**src/rtl/mem_arbiter.sv**
```systemverilog
// -----------------------------------------------------------------------------
// mem_arbiter
//   Shares one RAM port between an instruction-fetch requester and a data
//   requester. Data requests win when both are pending. Each access is
//   latched on leaving IDLE and driven to the RAM until ramready. A one-cycle
//   DONE state then pulses the matching hit. An access that waits TIMEOUT
//   cycles without ramready parks the arbiter in a sticky ERR state until
//   reset.
//
//   Optional feature (compile-time macro MEM_ARB_STATS_EN):
//     adds the icount/dcount outputs. These are saturating 16-bit hit counters.
//
// Parameters
//   TIMEOUT   maximum number of cycles to wait on ramready (must be >= 1)
//
// Ports
//   CLK       in   1   clock; all state changes on the rising edge
//   RST       in   1   asynchronous active-high reset
//   iREN      in   1   instruction fetch request
//   iaddr     in  32   instruction address
//   dREN      in   1   data read request
//   dWEN      in   1   data write request (wins over dREN)
//   daddr     in  32   data address
//   dstore    in  32   data write value
//   halt      in   1   blocks new instruction fetches while high
//   ihit      out  1   fetch completion pulse
//   dhit      out  1   data completion pulse
//   iload     out 32   last fetched instruction
//   dload     out 32   last read data
//   ramREN    out  1   RAM read strobe
//   ramWEN    out  1   RAM write strobe
//   ramaddr   out 32   RAM address
//   ramstore  out 32   RAM write data
//   ramload   in  32   RAM read data
//   ramready  in   1   RAM access complete
//   err       out  1   sticky timeout flag
//   icount    out 16   fetch hit count (MEM_ARB_STATS_EN only)
//   dcount    out 16   data hit count  (MEM_ARB_STATS_EN only)
// -----------------------------------------------------------------------------
module mem_arbiter #(
  parameter int TIMEOUT = 255
) (
  input  logic        CLK,
  input  logic        RST,
  input  logic        iREN,
  input  logic [31:0] iaddr,
  input  logic        dREN,
  input  logic        dWEN,
  input  logic [31:0] daddr,
  input  logic [31:0] dstore,
  input  logic        halt,
  output logic        ihit,
  output logic        dhit,
  output logic [31:0] iload,
  output logic [31:0] dload,
  output logic        ramREN,
  output logic        ramWEN,
  output logic [31:0] ramaddr,
  output logic [31:0] ramstore,
  input  logic [31:0] ramload,
  input  logic        ramready,
`ifdef MEM_ARB_STATS_EN
  output logic [15:0] icount,
  output logic [15:0] dcount,
`endif
  output logic        err
);

  // The wait counter is at least 8 bits wide and grows if TIMEOUT needs more.
  localparam int CW_RAW = $clog2(TIMEOUT + 1);
  localparam int CW     = (CW_RAW > 8) ? CW_RAW : 8;
  localparam logic [CW-1:0] CNT_LAST = CW'(TIMEOUT - 1);

  typedef enum logic [2:0] {
    IDLE  = 3'd0,
    DATA  = 3'd1,
    INSTR = 3'd2,
    DONE  = 3'd3,
    ERR   = 3'd4
  } state_t;

  state_t        state_q, state_d;
  logic [31:0]   addr_q;
  logic [31:0]   store_q;
  logic          wr_q;     // latched op: 1 = write
  logic          data_q;   // latched requester: 1 = data side
  logic [CW-1:0] cnt_q;
  logic [31:0]   iload_q;
  logic [31:0]   dload_q;

  logic          access;
  logic          take_data;
  logic          take_instr;

  assign access     = (state_q == DATA) || (state_q == INSTR);
  assign take_data  = dREN || dWEN;
  assign take_instr = iREN && !halt;

  // State register
  always_ff @(posedge CLK or posedge RST) begin
    if (RST) begin
      state_q <= IDLE;
    end else begin
      state_q <= state_d;
    end
  end

  // Next-state logic
  always_comb begin
    state_d = state_q;
    case (state_q)
      IDLE: begin
        if (take_data) begin
          state_d = DATA;
        end else if (take_instr) begin
          state_d = INSTR;
        end
      end
      DATA, INSTR: begin
        // ramready on the last allowed cycle still completes the access.
        if (ramready) begin
          state_d = DONE;
        end else if (cnt_q == CNT_LAST) begin
          state_d = ERR;
        end
      end
      DONE:    state_d = IDLE;
      ERR:     state_d = ERR;
      default: state_d = IDLE;
    endcase
  end

  // Outputs. The strobes are decoded from the state, so an asynchronous
  // reset drops them in the same cycle.
  always_comb begin
    ramREN   = 1'b0;
    ramWEN   = 1'b0;
    ramaddr  = 32'd0;
    ramstore = 32'd0;
    ihit     = 1'b0;
    dhit     = 1'b0;
    err      = 1'b0;
    case (state_q)
      DATA, INSTR: begin
        ramREN   = !wr_q;
        ramWEN   = wr_q;
        ramaddr  = addr_q;
        ramstore = store_q;
      end
      DONE: begin
        ihit = !data_q;
        dhit = data_q;
      end
      ERR:     err = 1'b1;
      default: ;
    endcase
  end

  assign iload = iload_q;
  assign dload = dload_q;

  // Request latch, wait counter and read-data capture
  always_ff @(posedge CLK or posedge RST) begin
    if (RST) begin
      addr_q  <= 32'd0;
      store_q <= 32'd0;
      wr_q    <= 1'b0;
      data_q  <= 1'b0;
      cnt_q   <= '0;
      iload_q <= 32'd0;
      dload_q <= 32'd0;
    end else begin
      if (state_q == IDLE) begin
        // DATA and INSTR are only entered from IDLE, so the counter is
        // cleared here.
        cnt_q <= '0;
        if (take_data) begin
          addr_q  <= daddr;
          store_q <= dstore;
          wr_q    <= dWEN;
          data_q  <= 1'b1;
        end else if (take_instr) begin
          addr_q  <= iaddr;
          store_q <= 32'd0;
          wr_q    <= 1'b0;
          data_q  <= 1'b0;
        end
      end
      if (access) begin
        if (!ramready) begin
          cnt_q <= cnt_q + 1'b1;
        end else if (!wr_q) begin
          if (data_q) begin
            dload_q <= ramload;
          end else begin
            iload_q <= ramload;
          end
        end
      end
    end
  end

`ifdef MEM_ARB_STATS_EN
  logic [15:0] icount_q;
  logic [15:0] dcount_q;

  always_ff @(posedge CLK or posedge RST) begin
    if (RST) begin
      icount_q <= 16'd0;
      dcount_q <= 16'd0;
    end else begin
      if (ihit && (icount_q != 16'hFFFF)) begin
        icount_q <= icount_q + 16'd1;
      end
      if (dhit && (dcount_q != 16'hFFFF)) begin
        dcount_q <= dcount_q + 16'd1;
      end
    end
  end

  assign icount = icount_q;
  assign dcount = dcount_q;
`endif

endmodule

```
**config.mk**
```make
export PLATFORM = sky130hd
export DESIGN_NAME = mem_arbiter
export DESIGN_NICKNAME = d
export VERILOG_FILES = /design/src/rtl/mem_arbiter.sv
export SDC_FILE = /design/constraint.sdc
export NUM_CORES = 1
export LEC_CHECK = 0
export ABC_AREA = 1
export CORE_MARGIN = 2
export CORE_UTILIZATION = 45
export CTS_CLUSTER_DIAMETER = 60
export DETAILED_ROUTE_END_ITERATION = 12
export GPL_TIMING_DRIVEN = 0
export PLACE_DENSITY = 0.83
export SYNTH_ARGS = -nofsm -noshare
export SYNTH_HDL_FRONTEND = slang
export SYNTH_SLANG_ARGS = --single-unit
```
**constraint.sdc**
```tcl
create_clock -name CLK -period 9.9 [get_ports CLK]
set_input_delay 2.475 -clock CLK [delete_from_list [all_inputs] [get_ports CLK]]
set_output_delay 2.475 -clock CLK [all_outputs]
set_load 0.02 [all_outputs]
```
After elaboration in Yosys (flattened, before gate mapping) --
Index checks and enable logic that the tools add are counted.
Storage, ports and cells: register bits after elaboration 141, input port bits 135
Cells by class: $add $sub $neg 1, equal/unequal tests 7, multiplexer cells 22, bitwise gates (word level) 2, reductions and logical operators 13
Operators with widths (count):
- 2-to-1 mux 32 bit | 6
- 2-to-1 mux 8 bit | 3
- 2-to-1 mux 3 bit | 4
- case mux 3 bit (3 select lines) | 1
- adder 8 x 1 -> 8 bit (second input constant) | 1
- equality test 8 bit (second input constant) | 1
- 2-to-1 mux 1 bit | 8
- AND reduction 4 bit | 2
- equality test 3 x 2 -> 1 bit (second input constant) | 2
- != test 3 bit (second input constant) | 2
- AND reduction 2 bit | 2
- equality test 3 x 1 -> 1 bit (second input constant) | 1
- equality test 3 bit (second input constant) | 1
- logical NOT 1 bit | 3
- logical NOT 3 bit | 1
- logical OR 1 bit | 2
- NOT 1 bit | 2
- nonzero test 2 bit | 1
- OR reduction 2 bit | 1
- logical AND 1 bit | 1

Logic depth before layout (Yosys ltp) --
depth after elaboration 5, depth in mapped cells 9, gate-level depth less buffers 9

Worst setup path before layout --
Ideal clock, no wire load.
path kind reg-to-output, start register state_q[1], end output ramaddr[0], arrival 1.306 ns, data required time 7.425 ns, setup slack 6.119 ns, cell stages (with the launch flop) 6, buffers on the path 2, cells stage by stage dfrtp_1 nand2_2 nand3_4 buf_2 buf_2 nor2_1
On the way: word-level cells in the longest chain between the ends 3, elaborated cells between the ends (all ways) 4
RTL lines:
- start: declaration | line 82 | state_t state_q, state_d;
- start signal: assignment | line 104 | state_q <= state_d;
- equality test 3 x 1 -> 1 bit / equality test 3 x 2 -> 1 bit (equally long branches) | line 143 | case (state_q)
- OR reduction 2 bit * | line 143
- 2-to-1 mux 32 bit * | line 143
- end: declaration | line 58 | output logic [31:0] ramaddr,
Mark *: on every way between the ends. The rest lies on a longest branch, timed or not.

Final worst setup path --
start register state_q[1], end output ramaddr[8]
Same word-level chain as after synthesis.

==> reports/qor.yml <==
critical_path:
  rrSetupSlack_ps: 8250
  critPathCaptureType: "output pin"
  arrival_ps: 2450
  r2r_cells: 5
  worstPathMaxFanout: 10
  crit_path_end: "ramaddr[8]"
  required_ps: 7430
  startpoint: "state_q[1]$_DFFE_PP0P_"
  critPathLaunchType: "register"
  critPathKind: "reg -> out"
  worst_r2r_endpoint: "store_q[13]$_DFFE_PP0P_"
  r2r-start: "state_q[0]$_DFFE_PP0P_"
route:
  viasPerCell: 4.92
  wire_per_inst_um: 15.2
  firstDrtPassIters: 6
  wirelength_mm: 19.7
  antenna_left: 0
  drt-initial-drc-count: 355
  post-route-drc-count: 0
  vias: 6379
timing:
  worst_slew_pin_slew_ps: 561
  clock.fmax_mhz: 203
  setup_violations: 0
  slew_headroom: 0.626
  drv_slew: 0
  fin_hold_ws_ps: 479
  rsz0062_at_grt: "no"
  period_needed_ps: 4920
  fin_tns_setup_ps: 0
  clock-skew-final_ps: 4.44
  layout_worst_path_cycle_share: 0.497
  hold_viol: 0
global_route:
  grt-ovfl-total: 0
  antenna_found_initial: 0
  grt_max_degree: 86
  grtUsageTotal: 0.253
  grt_pass1_wl_mm: 31.7
  grt_pass1_vias: 6317
synthesis:
  synth_compound_area_frac: 0.124
  synth_area_um2: 6690
  yosys.area_share.xor_xnor: 0
  synthSimpleGateAreaFrac: 0.232
  synth_mux_area_frac: 0
  synthDistinctLibCells: 26
  synth_fa_ha_area_frac: 0.00374
  syn-num-nets: 949
  synth_sequential_area_ratio: 0.528
  ys_warn_count: 0
  syn_avg_cell_area_um2: 8.24
  synth_seq_cells: 141
  synth_top_family_by_area: "simple AND/OR/NAND/NOR gates"
  synthCells: 812
flow_run:
  maxCapViolations: 0
cells_and_area:
  regArea_um2: 3530
  fillers: 1135
  antenna_cells: 0
  drive_above_1_share: 0.105
  fin_nets: 1236
  final_util: 0.703
  multiInputGateArea_um2: 2410
  syn2layout_area_growth_pct: 52.9
cts:
  cts_buffer_depth: 2
  holdBufCountCts: 0
  cts_tree: "done"
  cts-htree-levels: 4
  cts_root_buf: "clkbuf_16"
  cts_num_sinks: 141
  post-cts-setup-buffers: 0
  cts_resized: 0
  clk_latency_ps: 420
  numCtsBuffers: 17
  clk_pin_slew_worst_paths_ps: 60
power:
  p_clk_frac: 0.470
  power_switching_uw: 310
  internal_power_uw: 1050
  max-vdd-ir-drop_mv: 0.120
  p_leak_uw: 0.00475
  power_frac_comb: 0.087
  pwr-share-seq: 0.443
  power.density_nw_per_um2: 133
  switching_share: 0.228
placed_design:
  io_buffers: 267
  routabilityCongestion: 0.851
  hpwl_mm: 14.6
floorplan:
  fp.dieW_um: 126
  start_util: 0.460
  dieArea_um2: 15900
  die_h_um: 126
  fp.coreArea_um2: 14500
  io_pins: 268
  row_count: 44
hold_path:
  hold_class: "reg -> reg"
status:
  status: "finished clean"
[Yosys cell counts]
master	count	area, µm²
nand2_1	227	852
dfrtp_1	141	3530
inv_1	115	432
nor2_1	80	300
o21ai_1	52	260
o21ai_0	48	240
nand3_1	41	205
o21ai_2	34	298
buf_2	14	70.1
buf_6	14	158
clkbuf_1	9	33.8
inv_2	5	18.8
nand4_1	4	25.0
nor2_4	4	45.0
nor3_1	4	20.0
buf_1	3	11.3
nand2_4	3	33.8
a21oi_1	2	10.0
buf_4	2	15.0
ha_1	2	25.0
nand2_2	2	12.5
nand3_4	2	35.0
a21oi_4	1	16.3
buf_8	1	15.0
nor2_8	1	20.0
o21bai_1	1	7.51
[power groups by stage]
stage	clock network (µW)	logic [µW]	registers, µW
after global placement	0	116	613
after global routing	675	133	605
final	639	119	603
after floorplan	0	49.5	612
after CTS	648	120	604
after detailed placement	0	119	613
[layer usage]
| layer | wire length, µm | track usage | vias to the layer above | share of wire |
|---|---|---|---|---|
| met2 | 9650 | 0.436 | 285 | 0.49 |
| met3 | 1670 | 0.0743 | 35 | 0.084 |
| met1 | 7900 | 0.300 | 2979 | 0.40 |
| met4 | 501 | 0.0963 | 0 | 0.025 |
| li1 | - | - | 3080 | - |
| met5 | 0 | 0 | - | 0 |
[layout by cell type (no fill, tap or decap), types with 5 or more instances in the layout]
cell type	netlist	final
clkinvlp_4	0	5
o21ai_2	34	34
clkbuf_16	0	17
o21ai_1	52	52
clkdlybuf4s50_1	0	267
buf_2	14	14
clkbuf_1	9	9
o21ai_0	48	48
dfrtp_1	141	141
nand3_1	41	41
buf_6	14	14
nor2_1	80	80
inv_2	5	5
inv_1	115	114
nand2_1	227	227
[through the flow]
step                      setup WS, ps  instances  area, µm²  total power, µW
final                             4980       1296      10200             1360
after global routing              4860       1296      10200             1410
after CTS                         4970       1296      10200             1370
after detailed placement          5440       1264       9620              733
after global placement            1760       1263       9590              728
after floorplan                   3640        812       6690              661
[how the worst min path moves through the flow]
stage / from / endpoint / slack (ps) / cells after the start
after global placement: iload[8]$_DFFE_PP0P_ / iload[8]$_DFFE_PP0P_ / 460 / 2
after global routing: iload[13]$_DFFE_PP0P_ / iload[13]$_DFFE_PP0P_ / 500 / 2
final: iload[27]$_DFFE_PP0P_ / iload[27]$_DFFE_PP0P_ / 480 / 2
after floorplan: cnt_q[5]$_DFF_PP0_ / cnt_q[5]$_DFF_PP0_ / 480 / 1
after detailed placement: iload[31]$_DFFE_PP0P_ / iload[31]$_DFFE_PP0P_ / 470 / 2
after CTS: iload[13]$_DFFE_PP0P_ / iload[13]$_DFFE_PP0P_ / 480 / 2
[layout make-up]
class	instances	area share
sequential	141	0.345
timing repair buffer	268	0.264
multi-input combinational	508	0.235
clock buffer	20	0.0456
inverter	120	0.0445
buffer	43	0.0296
tap	184	0.0225
clock inverter	12	0.0131
[critical path, cell delays in order (launching register included)]
cell and delay (ps):
dfrtp_1 440, nand2_2 180, nand3_4 110, buf_2 210, buf_2 210, nor2_1 220
clkdlybuf4s50_1 660
[state kept, by name (all words and copies together), names as in the netlist]
name	cells
wr_q	1
data_q	1
cnt_q	8
addr_q	32
state_q	3
iload	32
dload	32
store_q	32
[kinds of logic (layout without fill, tap and decap cells)]
group                      Yosys count  count (layout)
and+or+nand+nor                    368             368
adders and majority gates            2               2
DFF                                141             141
buffers and inverters              163             463
AOI/OAI and AO/OA                  138             138
(Power assumes the default switching activity.)
